$ cat config.mk
export PLATFORM = sky130hd
export DESIGN_NAME = neuron_mac_sequencer
export DESIGN_NICKNAME = d
export VERILOG_FILES = /design/src/rtl/neuron_pkg.sv /design/src/rtl/neuron_clip_relu.sv /design/src/rtl/neuron_mac_sequencer.sv
export SDC_FILE = /design/constraint.sdc
export NUM_CORES = 1
export LEC_CHECK = 0
export BUFFER_PORTS_ARGS = -buffer_cell sky130_fd_sc_hd__buf_2
export CAP_MARGIN = 20
export CORE_UTILIZATION = 45
export CTS_BUF_LIST = sky130_fd_sc_hd__clkbuf_4
export DETAILED_ROUTE_END_ITERATION = 16
export GPL_TIMING_DRIVEN = 0
export HOLD_SLACK_MARGIN = 0.08
export PLACE_DENSITY = 0.69
export SLEW_MARGIN = 20
export SYNTH_ARGS = -nofsm -noshare
export SYNTH_HDL_FRONTEND = slang
export SYNTH_SLANG_ARGS = --single-unit
$ cat constraint.sdc
create_clock -name clk -period 4.7 [get_ports clk]
set_input_delay 0.47 -clock clk [delete_from_list [all_inputs] [get_ports clk]]
set_output_delay 0.47 -clock clk [all_outputs]
set_load 0.01 [all_outputs]
$ cat src/rtl/neuron_pkg.sv
// Shared constants and state type for the neuron MAC sequencer and its clip stage.
package neuron_pkg;

    localparam int RAM_AW    = 8;
    localparam int DATA_W    = 8;
    localparam int RAM_DEPTH = 128;
    localparam int CLIP_MIN  = 0;
    localparam int CLIP_MAX  = 127;

    typedef enum logic [2:0] {
        IDLE,
        RD_IN,
        RD_W,
        RD_B,
        WRITE,
        DONE
    } state_t;

endpackage

$ cat src/rtl/neuron_clip_relu.sv
// Post-accumulation stage: arithmetic right shift, ReLU, then saturation to 0..127.
module neuron_clip_relu
    import neuron_pkg::*;
#(
    parameter int ACC_W     = 20,
    parameter int OUT_SHIFT = 0
) (
    input  logic signed [ACC_W-1:0]  acc,
    output logic        [DATA_W-1:0] result
);

    localparam logic signed [ACC_W-1:0] MAX_V = ACC_W'(CLIP_MAX);

    logic signed [ACC_W-1:0] shifted;

    always_comb begin
        shifted = acc >>> OUT_SHIFT;
        if (shifted[ACC_W-1]) begin
            result = DATA_W'(CLIP_MIN);
        end else if (shifted > MAX_V) begin
            result = DATA_W'(CLIP_MAX);
        end else begin
            result = shifted[DATA_W-1:0];
        end
    end

endmodule

$ cat src/rtl/neuron_mac_sequencer.sv
// Evaluates one neuron over the shared neuron RAM: MAC of len input/weight pairs, clip, write back.
// Define NEURON_BIAS_EN to add the bias_addr port and a bias read before the result write.
module neuron_mac_sequencer
    import neuron_pkg::*;
#(
    parameter int ACC_W     = 20,
    parameter int OUT_SHIFT = 0
) (
    input  logic              clk,
    input  logic              rst,
    input  logic              start,
    input  logic [RAM_AW-1:0] in_base,
    input  logic [RAM_AW-1:0] w_base,
    input  logic [RAM_AW-1:0] out_addr,
    input  logic [7:0]        len,
`ifdef NEURON_BIAS_EN
    input  logic [RAM_AW-1:0] bias_addr,
`endif
    output logic              busy,
    output logic              done,
    output logic [RAM_AW-1:0] ram_read_address,
    output logic              ram_oe,
    input  logic [DATA_W-1:0] ram_read_data,
    output logic [RAM_AW-1:0] ram_write_address,
    output logic [DATA_W-1:0] ram_write_data,
    output logic              ram_wre
);

`ifdef NEURON_BIAS_EN
    localparam state_t MAC_EXIT = RD_B;
`else
    localparam state_t MAC_EXIT = WRITE;
`endif

    state_t state;
    state_t next_state;

    logic        [RAM_AW-1:0] in_base_r;
    logic        [RAM_AW-1:0] w_base_r;
    logic        [RAM_AW-1:0] out_addr_r;
    logic        [7:0]        len_r;
    logic        [7:0]        idx;
    logic        [DATA_W-1:0] x_reg;
    logic signed [ACC_W-1:0]  acc;
`ifdef NEURON_BIAS_EN
    logic        [RAM_AW-1:0] bias_addr_r;
`endif

    logic signed [15:0]       x_ext;
    logic signed [15:0]       d_ext;
    logic signed [15:0]       product;
    logic signed [ACC_W-1:0]  mac_term;
    logic signed [ACC_W-1:0]  bias_term;
    logic                     last_pair;
    logic        [DATA_W-1:0] clip_result;

    assign x_ext     = {{8{x_reg[7]}}, x_reg};
    assign d_ext     = {{8{ram_read_data[7]}}, ram_read_data};
    assign product   = x_ext * d_ext;
    assign mac_term  = {{(ACC_W-16){product[15]}}, product};
    assign bias_term = {{(ACC_W-DATA_W){ram_read_data[DATA_W-1]}}, ram_read_data};
    // Widened to 9 bits so idx+1 cannot wrap before being compared with len.
    assign last_pair = ({1'b0, idx} + 9'd1) >= {1'b0, len_r};

    neuron_clip_relu #(
        .ACC_W     (ACC_W),
        .OUT_SHIFT (OUT_SHIFT)
    ) u_clip (
        .acc    (acc),
        .result (clip_result)
    );

    always_ff @(posedge clk or posedge rst) begin
        if (rst) begin
            state <= IDLE;
        end else begin
            state <= next_state;
        end
    end

    always_comb begin
        next_state        = state;
        busy              = 1'b1;
        done              = 1'b0;
        ram_oe            = 1'b0;
        ram_wre           = 1'b0;
        ram_read_address  = '0;
        ram_write_address = '0;
        ram_write_data    = '0;
        case (state)
            IDLE: begin
                busy = 1'b0;
                if (start) begin
                    next_state = (len == 8'd0) ? MAC_EXIT : RD_IN;
                end
            end
            RD_IN: begin
                ram_oe           = 1'b1;
                ram_read_address = in_base_r + idx;
                next_state       = RD_W;
            end
            RD_W: begin
                ram_oe           = 1'b1;
                ram_read_address = w_base_r + idx;
                next_state       = last_pair ? MAC_EXIT : RD_IN;
            end
`ifdef NEURON_BIAS_EN
            RD_B: begin
                ram_oe           = 1'b1;
                ram_read_address = bias_addr_r;
                next_state       = WRITE;
            end
`endif
            WRITE: begin
                ram_wre           = 1'b1;
                ram_write_address = out_addr_r;
                ram_write_data    = clip_result;
                next_state        = DONE;
            end
            DONE: begin
                done       = 1'b1;
                next_state = IDLE;
            end
            default: begin
                busy       = 1'b0;
                next_state = IDLE;
            end
        endcase
    end

    // Operands are captured only on an accepted start so the caller may change them mid-run.
    always_ff @(posedge clk or posedge rst) begin
        if (rst) begin
            in_base_r   <= '0;
            w_base_r    <= '0;
            out_addr_r  <= '0;
            len_r       <= '0;
            idx         <= '0;
            x_reg       <= '0;
            acc         <= '0;
`ifdef NEURON_BIAS_EN
            bias_addr_r <= '0;
`endif
        end else begin
            case (state)
                IDLE: begin
                    if (start) begin
                        in_base_r   <= in_base;
                        w_base_r    <= w_base;
                        out_addr_r  <= out_addr;
                        len_r       <= len;
                        idx         <= '0;
                        acc         <= '0;
`ifdef NEURON_BIAS_EN
                        bias_addr_r <= bias_addr;
`endif
                    end
                end
                RD_IN: begin
                    x_reg <= ram_read_data;
                end
                RD_W: begin
                    acc <= acc + mac_term;
                    idx <= idx + 8'd1;
                end
`ifdef NEURON_BIAS_EN
                RD_B: begin
                    acc <= acc + bias_term;
                end
`endif
                default: begin
                end
            endcase
        end
    end

`ifndef NEURON_BIAS_EN
    logic unused_bias;
    assign unused_bias = ^bias_term;
`endif

endmodule

==> results.toml <==
[outcome]
status = "complete, but fails checks"
violated_checks = "negative setup slack"

[routing]
ant_nets = 0
drc_errors = 0
vias = 5132
dr.first_iter.drc_count = 214
m1WireLength_um = 7140
post_drt_wl_per_cell_um = 14.9
top_signal_layer_used = "met4"
detailroute.wirelength.met3_um = 526
routed_wl_um = 15400
routed_via_density = 4.98
drt-pass1-iter-count = 4
met2RoutedLength_um = 7430

[placed_design]
numPortBuffers = 67
postPlaceCellArea_um2 = 7880
dpl.hpwl_um = 11900
final_wtd_congestion = 0.845

[final_layout]
multiInputGateArea_um2 = 5060
fillCellCount = 1398
utilization_pct = 54.3
antennaDiodeCount = 0
final_net_count = 1009
max_flop_register = "acc"
area.sequential_um2 = 1790
areaGrowthSynthToFinish_pct = 16.4
drive_gt1_share_pct = 24.6
largest_register_ff_count = 20
stdcell_area_um2 = 8350

[synthesis]
synth_largest_type_area_fraction_pct = 24.8
cell_with_the_most_instances_after_synthesis = "sky130_fd_sc_hd__inv_1"
synth_area_leaders = "sky130_fd_sc_hd__fa_1 25%, sky130_fd_sc_hd__dfrtp_1 25%, sky130_fd_sc_hd__ha_1 11%, sky130_fd_sc_hd__inv_1 6.0%, sky130_fd_sc_hd__mux2_2 5.2%"
syn_area_um2 = 7170
yosysWarningCount = 0
mappedNetlistNets = 909
synth.largest_area_cell = "sky130_fd_sc_hd__fa_1"
synth_top_cells_by_count = "115 x sky130_fd_sc_hd__inv_1, 89 x sky130_fd_sc_hd__fa_1, 72 x sky130_fd_sc_hd__nand2_1"
ys_ff_latch = 71
prevailing_post_synth_register_cell = "sky130_fd_sc_hd__dfrtp_1"
synth_cell_types = 52
async_reset_ff_share_pct = 100
synth-edff-count = 0
post_synth_inst_count = 715
synthesis.area_per_instance_um2 = 10.0
synth-seq-area-share_pct = 24.8

[die]
die-area_um2 = 16500
ioPinCount = 71
placeable_area_um2 = 15400
fp.dieH_um = 128
fp-row-count = 45
initial_utilization_pct = 46.7
die_width_um = 128

[timing]
timing_hold_violations_final = 0
report.final.slew_viol_count = 0
fin_worst_skew_ns = 0.0181
timing.final.crit_period_ns = 4.84
max-slew-margin-rel_pct = 32.5
post-route-period-util_pct = 103
worst-slew-pin-transition_ns = 1.00
rsz0062_at_grt = "true"
clock.fmax_mhz = 207
setup-tns-final_ns = -0.570
post-route-worst-setup-slack_ns = -0.142
setup_viol = 6

[clocking]
path_clk_slew_ns = 0.14
cts_root_buffer = "sky130_fd_sc_hd__clkbuf_4"
numClockSinks = 71
clock_insertion_delay_worst_skew_ns = 0.44
clock_path_buffers = 2
cts_tree = "yes"
cts.htree.levels = 3
cts-buffers-inserted = 9

[grt]
grt_first_pass_wirelength_um = 26500
vias_in_the_first_global_route = 5428
grt_start_max_net_pins = 56
globalRouteOverflowTotal = 0
globalRouteTotalUtil_pct = 20.5
grt_antenna_before_repair = 0

[worst_hold_path]
min_path_type = "primary input to flop"
hold_start = "in_base[2]"

[worst_setup_path]
crit_fanout = 5
crit_path_start = "x_reg[7]"
critPathRequiredTime_ns = 5.02
setup.worst_path.class = "flop to flop"
timing.critical_path.cells = "buf_6 > and2_4 > buf_12 > fa_1 > inv_1 > fa_1 > inv_1 > fa_1 > fa_1 > ha_4 > ha_4 > a211o_1 > a221oi_4 > nand3_2 > nor3_2 > mux2i_1 > o21ai_1"
cp_num_buf_inv = 4
worst_path_max_delay_cell = "sky130_fd_sc_hd__fa_1"
crit-reg2reg-launch = "x_reg[7]"
end_kind = "flop"
worstPathArrival_ns = 5.17
worst_path_dominant_cell_family = "adder cells"
cp_common_cell = "sky130_fd_sc_hd__fa_1"
worst_setup_path_start_kind = "flop"
critical-path-max-stage-delay_ns = 0.50

[job]
cap_viol_max_count = 0
## cells by family after synthesis
group                      synth area share [%]
buffers and inverters                      7.55
xor gates and xnor gates                   3.78
AOI/OAI and AO/OA                          9.38
other                                    0.0523
DFF                                        24.8
adders and majority gates                  35.6
muxes                                      5.60
and+or+nand+nor                            13.2
## worst reg2reg max path: stages, from the launching register on
cell and delay (ns):
sky130_fd_sc_hd__dfrtp_2 0.48, sky130_fd_sc_hd__buf_6 0.15, sky130_fd_sc_hd__and2_4 0.15, sky130_fd_sc_hd__buf_12 0.13, sky130_fd_sc_hd__fa_1 0.49, sky130_fd_sc_hd__inv_1 0.06
sky130_fd_sc_hd__fa_1 0.50, sky130_fd_sc_hd__inv_1 0.05, sky130_fd_sc_hd__fa_1 0.49, sky130_fd_sc_hd__fa_1 0.46, sky130_fd_sc_hd__ha_4 0.30, sky130_fd_sc_hd__ha_4 0.20
sky130_fd_sc_hd__a211o_1 0.32, sky130_fd_sc_hd__a221oi_4 0.28, sky130_fd_sc_hd__nand3_2 0.17, sky130_fd_sc_hd__nor3_2 0.22, sky130_fd_sc_hd__mux2i_1 0.20, sky130_fd_sc_hd__o21ai_1 0.09
## through the flow
stage,hold slack [ns],std cells,worst slack [ns]
final,0.244,1031,-0.142
after global routing,0.225,1031,-0.329
after CTS,0.226,1024,-0.189
after detailed placement,0.441,994,-0.615
after global placement,0.481,993,-0.598
after floorplan,0.472,715,-0.0304
## per-layer routing
metal	up-vias	global-route usage (%)
met5	-	0
met4	0	5.26
met3	19	3.46
met2	100	34.4
met1	2516	27.3
li1	2497	-
## repair_timing
item                                   4_1_cts  5_1_grt
setup endpoints to repair                   10       10
buffers inserted                            15        7
endpoints found under the hold margin       16        0
gates cloned                                 0        0
resized for setup                           30       11
pin swaps                                   30        6
hold buffers                                 1        0
## layout by cell type (no fill, tap or decap), types with 3 or more instances in the layout
| cell type | count |
|---|---|
| sky130_fd_sc_hd__buf_2 | 76 |
| sky130_fd_sc_hd__a21o_1 | 7 |
| sky130_fd_sc_hd__a22o_1 | 11 |
| sky130_fd_sc_hd__fa_2 | 4 |
| sky130_fd_sc_hd__clkbuf_4 | 9 |
| sky130_fd_sc_hd__o21ai_0 | 25 |
| sky130_fd_sc_hd__mux2i_1 | 3 |
| sky130_fd_sc_hd__nand2b_1 | 3 |
| sky130_fd_sc_hd__inv_1 | 109 |
| sky130_fd_sc_hd__ha_1 | 51 |
| sky130_fd_sc_hd__nor2_1 | 29 |
| sky130_fd_sc_hd__a21oi_2 | 4 |
| sky130_fd_sc_hd__dfrtp_2 | 8 |
| sky130_fd_sc_hd__and2_1 | 40 |
| sky130_fd_sc_hd__fa_1 | 85 |
| sky130_fd_sc_hd__nand3_1 | 9 |
| sky130_fd_sc_hd__buf_4 | 18 |
| sky130_fd_sc_hd__ha_4 | 10 |
| sky130_fd_sc_hd__dfrtp_1 | 63 |
| sky130_fd_sc_hd__inv_2 | 3 |
| sky130_fd_sc_hd__nor3_1 | 5 |
| sky130_fd_sc_hd__nand3b_1 | 3 |
| sky130_fd_sc_hd__xnor2_1 | 17 |
| sky130_fd_sc_hd__clkbuf_1 | 5 |
| sky130_fd_sc_hd__nor4_1 | 6 |
| sky130_fd_sc_hd__clkinv_4 | 3 |
| sky130_fd_sc_hd__mux2_2 | 33 |
| sky130_fd_sc_hd__and3_1 | 4 |
| sky130_fd_sc_hd__o21ai_1 | 5 |
| sky130_fd_sc_hd__buf_6 | 4 |
| sky130_fd_sc_hd__o21a_1 | 12 |
| sky130_fd_sc_hd__a21oi_1 | 13 |
| sky130_fd_sc_hd__xor2_1 | 14 |
| sky130_fd_sc_hd__o211ai_1 | 3 |
| sky130_fd_sc_hd__nor2b_1 | 7 |
| sky130_fd_sc_hd__nand2_1 | 71 |
## cell type report
| type | count | area share [%] |
|---|---|---|
| plain buffers | 18 | 1.32 |
| clock buffers | 9 | 0.809 |
| clock inverters | 7 | 0.689 |
| inverters | 116 | 5.32 |
| multi-input cells | 508 | 60.6 |
| flip-flops and latches | 71 | 21.4 |
| well taps | 211 | 3.16 |
| repair buffers | 91 | 6.70 |
## worst paths after layout
check / end / slack (ns) / cells past startpoint
worst min register to register: out_addr_r[3] / 0.52 / 1
worst min-delay path: in_base_r[2] / 0.24 / 2
min in group asynchronous: x_reg[7] / 0.50 / 3
worst max-delay path: acc[18] / -0.14 / 17
max in group asynchronous: w_base_r[7] / 3.64 / 4
worst max register to register: acc[18] / -0.14 / 17
Power is not shown: default switching activity piles up to over one toggle a cycle in this logic, so the estimate is an artifact.
